==> config.mk <==
export PLATFORM = sky130hd
export DESIGN_NAME = rr_arb_reg_slice_flat
export DESIGN_NICKNAME = d
export VERILOG_FILES = /design/src/rtl/rr_arb_reg_slice_if.sv /design/src/rtl/rr_arb_reg_slice.sv /design/src/flat_wrapper.sv
export SDC_FILE = /design/constraint.sdc
export NUM_CORES = 1
export LEC_CHECK = 0
export CAP_MARGIN = 0
export CORE_UTILIZATION = 31
export DETAILED_ROUTE_END_ITERATION = 7
export RECOVER_POWER = 100
export SLEW_MARGIN = 30
export SYNTH_ARGS = -nofsm -noshare
export SYNTH_HDL_FRONTEND = slang
export SYNTH_SLANG_ARGS = --single-unit
==> constraint.sdc <==
create_clock -name clk -period 3.8 [get_ports clk]
set_clock_uncertainty 0.05 [all_clocks]
set_input_delay 0.38 -clock clk [delete_from_list [all_inputs] [get_ports clk]]
set_output_delay 0.38 -clock clk [all_outputs]
set_load 0.02 [all_outputs]
==> src/rtl/rr_arb_reg_slice_if.sv <==
// Handshake bundle for rr_arb_reg_slice.
//   iVld/iLast/iDat : per-requester beat valid, last flag and payload
//   iRdy            : per-requester accept (one-hot or zero)
//   oVld/oDat/oLast : registered output beat
//   oSrc            : index of the requester that produced the output beat
//   oRdy            : downstream accept
// The slice uses the slave modport; the requester/consumer side uses master.
interface rr_arb_reg_slice_if #(
    parameter int NUM_REQ    = 4,
    parameter int DATA_WIDTH = 8
);
    localparam int SRC_W = (NUM_REQ > 1) ? $clog2(NUM_REQ) : 1;

    logic [NUM_REQ-1:0]            iVld;
    logic [NUM_REQ-1:0]            iLast;
    logic [NUM_REQ*DATA_WIDTH-1:0] iDat;
    logic [NUM_REQ-1:0]            iRdy;
    logic                          oVld;
    logic [DATA_WIDTH-1:0]         oDat;
    logic                          oLast;
    logic [SRC_W-1:0]              oSrc;
    logic                          oRdy;

    modport slave (
        input  iVld, iLast, iDat, oRdy,
        output iRdy, oVld, oDat, oLast, oSrc
    );

    modport master (
        output iVld, iLast, iDat, oRdy,
        input  iRdy, oVld, oDat, oLast, oSrc
    );
endinterface

==> src/rtl/rr_arb_reg_slice.sv <==
// Round-robin, packet-aware arbiter feeding a single output register slice.
// Whole packets are kept together: once a multi-beat packet starts, its
// owner is locked in until the beat flagged last has been accepted.
//   clk : clock, all state changes on the rising edge
//   rst : synchronous, active-high reset
//   bus : rr_arb_reg_slice_if.slave (requester inputs, registered output)
module rr_arb_reg_slice #(
    parameter int                    NUM_REQ    = 4,
    parameter int                    DATA_WIDTH = 8,
    parameter logic [DATA_WIDTH-1:0] INI_DATA   = '0
) (
    input  logic               clk,
    input  logic               rst,
    rr_arb_reg_slice_if.slave  bus
);
    localparam int SRC_W = (NUM_REQ > 1) ? $clog2(NUM_REQ) : 1;
    localparam int SUM_W = SRC_W + 1;

    typedef enum logic {ARB, LOCK} state_t;

    state_t                state_q;
    logic [SRC_W-1:0]      owner_q;
    logic [SRC_W-1:0]      ptr_q;
    logic                  vld_q;
    logic [DATA_WIDTH-1:0] dat_q;
    logic                  last_q;
    logic [SRC_W-1:0]      src_q;

    logic                  ld_en;
    logic [DATA_WIDTH-1:0] dat_arr [NUM_REQ];
    logic [2*NUM_REQ-1:0]  vld_dbl;
    logic [NUM_REQ-1:0]    vld_rot;
    logic                  arb_found;
    logic [SRC_W-1:0]      offset;
    logic [SUM_W-1:0]      grant_sum;
    logic                  grant_ok;
    logic [SRC_W-1:0]      grant_idx;
    logic [NUM_REQ-1:0]    rdy;
    logic                  xfer;
    logic                  xfer_last;
    logic [SRC_W-1:0]      ptr_inc;

    for (genvar k = 0; k < NUM_REQ; k++) begin : g_unpack
        assign dat_arr[k] = bus.iDat[k*DATA_WIDTH +: DATA_WIDTH];
    end

    // The register can take a new beat when it is empty or being drained.
    assign ld_en = !vld_q || bus.oRdy;

    // Rotate the valid vector so that bit 0 is the requester at ptr; the
    // lowest set bit of the rotated vector is then the round-robin winner.
    assign vld_dbl = {bus.iVld, bus.iVld};
    assign vld_rot = vld_dbl[{1'b0, ptr_q} +: NUM_REQ];

    // NOTE: every signal written in always_comb gets a default first so no latch is inferred.
    always_comb begin
        arb_found = 1'b0;
        offset    = '0;
        for (int i = NUM_REQ - 1; i >= 0; i--) begin
            if (vld_rot[i]) begin
                arb_found = 1'b1;
                offset    = SRC_W'(i);
            end
        end

        // Undo the rotation: (ptr + offset) mod NUM_REQ.
        grant_sum = {1'b0, ptr_q} + {1'b0, offset};
        if (grant_sum >= SUM_W'(NUM_REQ)) begin
            grant_sum = grant_sum - SUM_W'(NUM_REQ);
        end

        if (state_q == LOCK) begin
            grant_ok  = 1'b1;
            grant_idx = owner_q;
        end else begin
            grant_ok  = arb_found;
            grant_idx = grant_sum[SRC_W-1:0];
        end

        rdy = '0;
        if (!rst && ld_en && grant_ok) begin
            rdy[grant_idx] = 1'b1;
        end

        xfer      = |(rdy & bus.iVld);
        xfer_last = bus.iLast[grant_idx];
        ptr_inc   = (grant_idx == SRC_W'(NUM_REQ - 1)) ? '0 : grant_idx + SRC_W'(1);
    end

    // NOTE: state is updated only with non-blocking assignments so every register samples pre-edge values.
    always_ff @(posedge clk) begin
        if (rst) begin
            state_q <= ARB;
            owner_q <= '0;
            ptr_q   <= '0;
            vld_q   <= 1'b0;
            dat_q   <= INI_DATA;
            last_q  <= 1'b0;
            src_q   <= '0;
        end else if (ld_en) begin
            vld_q <= xfer;
            if (xfer) begin
                dat_q  <= dat_arr[grant_idx];
                last_q <= xfer_last;
                src_q  <= grant_idx;

                unique case (state_q)
                    ARB: begin
                        if (!xfer_last) begin
                            state_q <= LOCK;
                            owner_q <= grant_idx;
                        end
                    end
                    LOCK: begin
                        if (xfer_last) state_q <= ARB;
                    end
                    default: state_q <= ARB;
                endcase

                // Fairness advances per packet, never mid-packet.
                if (xfer_last) ptr_q <= ptr_inc;
            end
        end
    end

    assign bus.iRdy  = rdy;
    assign bus.oVld  = vld_q;
    assign bus.oDat  = dat_q;
    assign bus.oLast = last_q;
    assign bus.oSrc  = src_q;
endmodule

==> src/flat_wrapper.sv <==
// flat-port wrapper written by rule: the top's interface ports become plain ports
module rr_arb_reg_slice_flat 
#(
    parameter int                    NUM_REQ    = 4,
    parameter int                    DATA_WIDTH = 8,
    parameter logic [DATA_WIDTH-1:0] INI_DATA   = '0
)
  (clk, rst, bus_iVld, bus_iLast, bus_iDat, bus_oRdy, bus_iRdy, bus_oVld, bus_oDat, bus_oLast, bus_oSrc);
  rr_arb_reg_slice_if #(.NUM_REQ(NUM_REQ), .DATA_WIDTH(DATA_WIDTH)) bus_i ();
  input  logic clk;
  input  logic rst;
  input wire logic [$bits(bus_i.iVld)-1:0] bus_iVld;
  input wire logic [$bits(bus_i.iLast)-1:0] bus_iLast;
  input wire logic [$bits(bus_i.iDat)-1:0] bus_iDat;
  input wire logic [$bits(bus_i.oRdy)-1:0] bus_oRdy;
  output wire logic [$bits(bus_i.iRdy)-1:0] bus_iRdy;
  output wire logic [$bits(bus_i.oVld)-1:0] bus_oVld;
  output wire logic [$bits(bus_i.oDat)-1:0] bus_oDat;
  output wire logic [$bits(bus_i.oLast)-1:0] bus_oLast;
  output wire logic [$bits(bus_i.oSrc)-1:0] bus_oSrc;
  assign bus_i.iVld = bus_iVld;
  assign bus_i.iLast = bus_iLast;
  assign bus_i.iDat = bus_iDat;
  assign bus_i.oRdy = bus_oRdy;
  assign bus_iRdy = bus_i.iRdy;
  assign bus_oVld = bus_i.oVld;
  assign bus_oDat = bus_i.oDat;
  assign bus_oLast = bus_i.oLast;
  assign bus_oSrc = bus_i.oSrc;
  rr_arb_reg_slice #(.NUM_REQ(NUM_REQ), .DATA_WIDTH(DATA_WIDTH), .INI_DATA(INI_DATA)) u_core (.clk(clk), .rst(rst), .bus(bus_i));
endmodule
==> results of run 1 <==
power breakdown:
| part | leakage, nW | total, mW | switching [mW] | internal [mW] |
|---|---|---|---|---|
| combinational | 0.881 | 1.44 | 0.751 | 0.690 |
| clock | 0.0228 | 0.129 | 0.0550 | 0.0742 |
| sequential | 0.139 | 0.285 | 0.0519 | 0.233 |
layer usage:
layer / vias up / track usage
met4: 0 / 0.00962
met2: 49 / 0.301
li1: 885 / -
met5: - / 0
met3: 0 / 0.0431
met1: 806 / 0.202
final cells by class:
| class | count | share of cell area |
|---|---|---|
| clock buffer | 4 | 0.0184 |
| tap | 70 | 0.0358 |
| inverter | 6 | 0.00921 |
| sequential | 17 | 0.139 |
| timing repair buffer | 75 | 0.281 |
| multi-input combinational | 165 | 0.517 |
worst paths after layout:
check                                          end  depth (start not counted)  slack (ps)          startpoint
worst max-delay path                   bus_iRdy[2]                         12         260         bus_iVld[0]
worst min-delay path            u_core.bus.oDat[3]                          2         400  u_core.bus.oDat[3]
worst max register to register  u_core.bus.oSrc[0]                         14         470     u_core.ptr_q[0]
worst min register to register  u_core.bus.oDat[3]                          2         400  u_core.bus.oDat[3]
timing repair:
item | CTS | global route
hold buffers | 0 | 0
endpoints found under the hold margin | 0 | 0
gates resized for setup | 1 | 6
endpoints found under the setup margin | 1 | 4
synthesized netlist by cell type, types with 2 or more instances:
master     n  share of area
ha_1       3          0.022
nor2b_1    4          0.015
a21oi_1   13          0.038
nor3_1     8          0.023
dfxtp_1   17           0.20
o21a_1     2         0.0087
o21ai_0   10          0.029
mux2_1     2          0.013
nand3_1    3         0.0087
mux2i_1   38           0.22
mux2_2     8          0.052
mux2_4     2          0.017
clkbuf_1   4         0.0087
nor2_1    18          0.039
buf_2      9          0.026
nor4_1     3          0.011
a221o_1    8          0.047
inv_1      5          0.011
a22oi_1    2         0.0087
nand2b_1   2         0.0073
o21ba_1    2          0.012
nand2_1   15          0.033
sequential cells by signal, summed over array words and instances, names as in the netlist:
name	count
u_core.bus.oDat	8
u_core.bus.oSrc	2
u_core.owner_q	2
u_core.ptr_q	2
u_core.bus.oLast	1
u_core.bus.oVld	1
u_core.state_q	1
tightest hold or removal path, stage by stage, from the launching register on:
cell and delay (ps):
dfxtp_1 310, nand2_1 50, mux2i_1 50
kinds of logic (layout without fill, tap and decap cells):
logic type               count (synthesis)  in the layout  share of synthesized area
multiplexers                            50             50                      0.305
AND/OR/NAND/NOR                         59             59                      0.165
buffers and inverters                   21             85                     0.0590
AO/OA/AOI/OAI                           50             50                      0.232
adder cells (fa/ha/maj)                  3              3                     0.0219
XOR/XNOR                                 3              3                     0.0197
flip-flops                              17             17                      0.198
==> qor.csv, run 1 <==
metric,value,unit
outcome,completed,
placement.cell_area,2430,um2
antenna_found_initial,0,
cpPeakStageDelay,630,ps
layout.cell_area.non_filler,2450,um2
slew_headroom,0.624,
htreeDepth,1,
synth_nets,249,
yosys_warnings,0,
cts_setup_buffers,0,
routedWlPerCell,14.4,um
die_area,5840,um2
ios,59,
core,5200,um2
grt_pass1_vias,1734,
vias,1740,
register_area,340,um2
path_clk_slew,60,ps
gp_congestion,0.784,
cp_cell_sequence,clkdlybuf4s50_1 > nor2_1 > a221oi_1 > o21ai_1 > ha_1 > xnor2_1 > buf_4 > xnor2_2 > nor3_1 > nor2_1 > nor3_1 > clkdlybuf4s50_1,
grt_start_max_net_pins,20,
hp-class,reg -> reg,
pre_cts_slack,-126,ps
synth_cells,203,
setup_slack,261,ps
final_cells,337,
cts_tree,built,
rows,26,
path_class,in -> out,
power,1.86,mW
final_antenna_net_count,0,
wl_met1,2.26,mm
worstSkewPairLatency,240,ps
multi_input_area,1260,um2
required,3370,ps
wl,4.84,mm
synth_cell_types,47,
rsz0062_at_grt,false,
antenna_cells,0,
mostFrequentLayoutCell,clkdlybuf4s50_1,
avgSynthCellArea,8.46,um2
utilization,0.470,
grt_usage,0.165,
hpwlAfterDp,3.77,mm
p_leak,1.04,nW
ys_ff_latch,17,
worst_pin_slew,563,ps
ir_drop,0.246,mV
cts.sinks,17,
crit_fanout,5,
worst_setup_path_start_kind,input port,
via_per_inst,5.16,
cts_buffer_depth,2,
area_growth,42.5,%
cp-end-kind,output pin,
cts-root-buf,clkbuf_8,
setup_viol,0,
max_freq,0.283,GHz
die_w,76.4,um
path_buf_inv,3,
most-common-layout-cells,"43 x clkdlybuf4s50_1, 38 x mux2i_1, 18 x nor2_1",
period_minus_slack,3540,ps
max_cap_violations,0,
drive_above_1_share,0.142,
slowest_stage,clkdlybuf4s50_1,
die_h,76.4,um
highest_layer,met3,
firstDrtPassIters,4,
initial_utilization,0.330,
hold-worst-slack,402,ps
layout.nets,314,
ys_seq_area_frac,0.198,
routed-wl-met3,261,um
hold_violations,0,
drc,0,
drtIter0Drc,38,
synthFlopType,dfxtp_1,
overflow,0,
cp_top_family,buffers and inverters,
fill_cells,535,
synth_edf_count,0,
worstPathArrival,3110,ps
cts_buffers,3,
synth_area,1720,um2
synthArstFlopShare,0,
fin_setup_tns,0,ps
period_share,0.931,
grt_pass1_wl,7.88,mm
finalMaxSlewViolations,0,
portBuffers,58,
place_inst,333,
routed-wl-met2,2.32,mm
power_density,758,nW/um2
(Power assumes the default switching activity.)
==> run 2, diff against run 1 <==
--- a/config.mk
+++ b/config.mk
@@ -9,6 +9,7 @@
 export CORE_UTILIZATION = 31
 export DETAILED_ROUTE_END_ITERATION = 7
 export RECOVER_POWER = 100
+export REMOVE_ABC_BUFFERS = 1
 export SLEW_MARGIN = 30
 export SYNTH_ARGS = -nofsm -noshare
 export SYNTH_HDL_FRONTEND = slang
==> qor.csv, run 2 (same netlist as run 1, synthesis figures left out) <==
metric,value,unit,change
ir_drop,0.317,mV,+29%
worst_pin_slew,762,ps,+200 ps
largest_reg_flops,8,,unchanged
holdBufCountCts,0,,unchanged
layout.nets,313,,-0.32%
cp_top_family,buffers and inverters,,
power_density,772,nW/um2,+1.8%
p_leak,1.04,nW,-0.59%
overflow,0,,unchanged
cts_buffers,3,,unchanged
cp-end-kind,output pin,,
die_w,76.4,um,unchanged
power,1.88,mW,+1.5%
crit_path_start,bus_iVld[0],,
cts.sinks,17,,unchanged
worstPathArrival,3130,ps,+20 ps
grtUsageMet2,0.299,,-0.00180
grt_start_max_net_pins,19,,-5.0%
drc,0,,unchanged
hpwlAfterDp,3.69,mm,-2.1%
path_clk_slew,60,ps,about the same
crit_fanout,5,,unchanged
rsz0062_at_grt,false,,
grt_usage,0.169,,+0.00383
cts_tree,built,,
wl,4.88,mm,+0.79%
top_usage_layer,met2,,
portBuffers,58,,unchanged
period_minus_slack,3560,ps,+21.5 ps
hp-class,reg -> reg,,
cp_cell_sequence,clkdlybuf4s50_1 > nor2_1 > a221oi_1 > o21ai_1 > ha_1 > xnor2_1 > buf_4 > xnor2_2 > nor3_1 > nor2_1 > nor3_1 > clkdlybuf4s50_1,,
cpPeakStageDelay,630,ps,about the same
cts-root-buf,clkbuf_8,,
die_h,76.4,um,unchanged
required,3370,ps,about the same
core,5200,um2,unchanged
antenna_cells,0,,unchanged
drive_above_1_share,0.139,,-0.00322
gp_congestion,0.877,,+12%
worstSkewPairLatency,250,ps,about the same
path_buf_inv,3,,unchanged
worst_setup_path_start_kind,input port,,
use_met3,0.0335,,-0.00958
final_antenna_net_count,0,,unchanged
hold_start,u_core.bus.oDat[4],,
path_class,in -> out,,
die_area,5840,um2,unchanged
r2r-start,u_core.ptr_q[0],,
routedWlPerCell,14.5,um,+1.1%
finalMaxSlewViolations,0,,unchanged
hold-worst-slack,406,ps,+4.48 ps
vias,1738,,-0.11%
period_share,0.937,,+0.00565
setup_viol,0,,unchanged
pre_cts_slack,-82.0,ps,+43.7 ps
antenna_found_initial,0,,unchanged
max_cap_violations,0,,unchanged
setup_slack,239,ps,-21.5 ps
drtIter0Drc,73,,+92%
fill_cells,546,,+2.1%
initial_utilization,0.330,,unchanged
grt_pass1_wl,7.90,mm,+0.27%
max_freq,0.281,GHz,-0.60%
outcome,completed,,
hold_violations,0,,unchanged
htreeDepth,1,,unchanged
use_met1,0.208,,+0.00646
final_cells,336,,-0.30%
ios,59,,unchanged
place_inst,332,,-0.30%
rows,26,,unchanged
slew_headroom,0.490,,-0.134
cts_setup_buffers,0,,unchanged
area_growth,42.1,%,
grt_pass1_vias,1645,,-5.1%
most-common-layout-cells,"43 x clkdlybuf4s50_1, 38 x mux2i_1, 18 x nor2_1",,
mostFrequentLayoutCell,clkdlybuf4s50_1,,
via_per_inst,5.17,,+0.18%
firstDrtPassIters,4,,unchanged
slowest_stage,clkdlybuf4s50_1,,
cts_buffer_depth,2,,unchanged
-- run 2: per-stage QoR --
stage | TNS [ps] | cell area [um2] | util
2_1_floorplan | 0 | 1640 | -
3_5_place_dp | -82.0 | 2430 | 0.466
5_1_grt | 0 | 2440 | 0.469
6_report | 0 | 2440 | 0.469
4_1_cts | 0 | 2470 | 0.475
3_3_place_gp | -31.0 | 2430 | 0.466
-- run 2: worst paths after layout --
check	to	slack, ps	cells after the start
max	bus_iRdy[2]	240	12
min	u_core.bus.oDat[4]	410	2
max reg2reg	u_core.state_q	450	14
min reg2reg	u_core.bus.oDat[4]	410	2
-- run 2: layout make-up --
class,instances,area [um2],area share
inverter,6,22.5,0.00924
sequential,17,340,0.140
timing repair buffer,74,678,0.278
tap,70,87.6,0.0359
clock buffer,3,41.3,0.0169
clock inverter,1,5.00,0.00205
multi-input combinational,165,1260,0.518
-- run 2: repair_timing --
action | CTS | global route
endpoints found under the setup margin | 1 | 3
resized for setup | 1 | 6
endpoints found under the hold margin | 0 | 0
-- run 2: worst register-to-register path, cell delays in order (launching register included) --
cell,delay (ps)
dfxtp_1,590
nor2_1,100
a221oi_1,320
o21ai_1,130
ha_1,230
xor2_1,160
nor2_1,100
mux2_4,160
nor2_1,50
ha_1,240
a22oi_1,250
a21o_2,190
clkbuf_1,180
nand2_2,230
o211a_1,270
-- run 2: power by group --
part           internal, mW  switching (mW)  leakage (nW)
sequential            0.233          0.0513         0.139
clock                0.0727          0.0617        0.0255
combinational         0.687           0.776         0.872
total                 0.993           0.889          1.04
-- run 2: layer usage --
metal / part of all wire / vias up / wire (um)
met4: 0.0090 / 0 / 44
met2: 0.50 / 48 / 2440
met1: 0.45 / 802 / 2180
li1: - / 884 / -
met5: 0 / - / 0
met3: 0.042 / 4 / 206
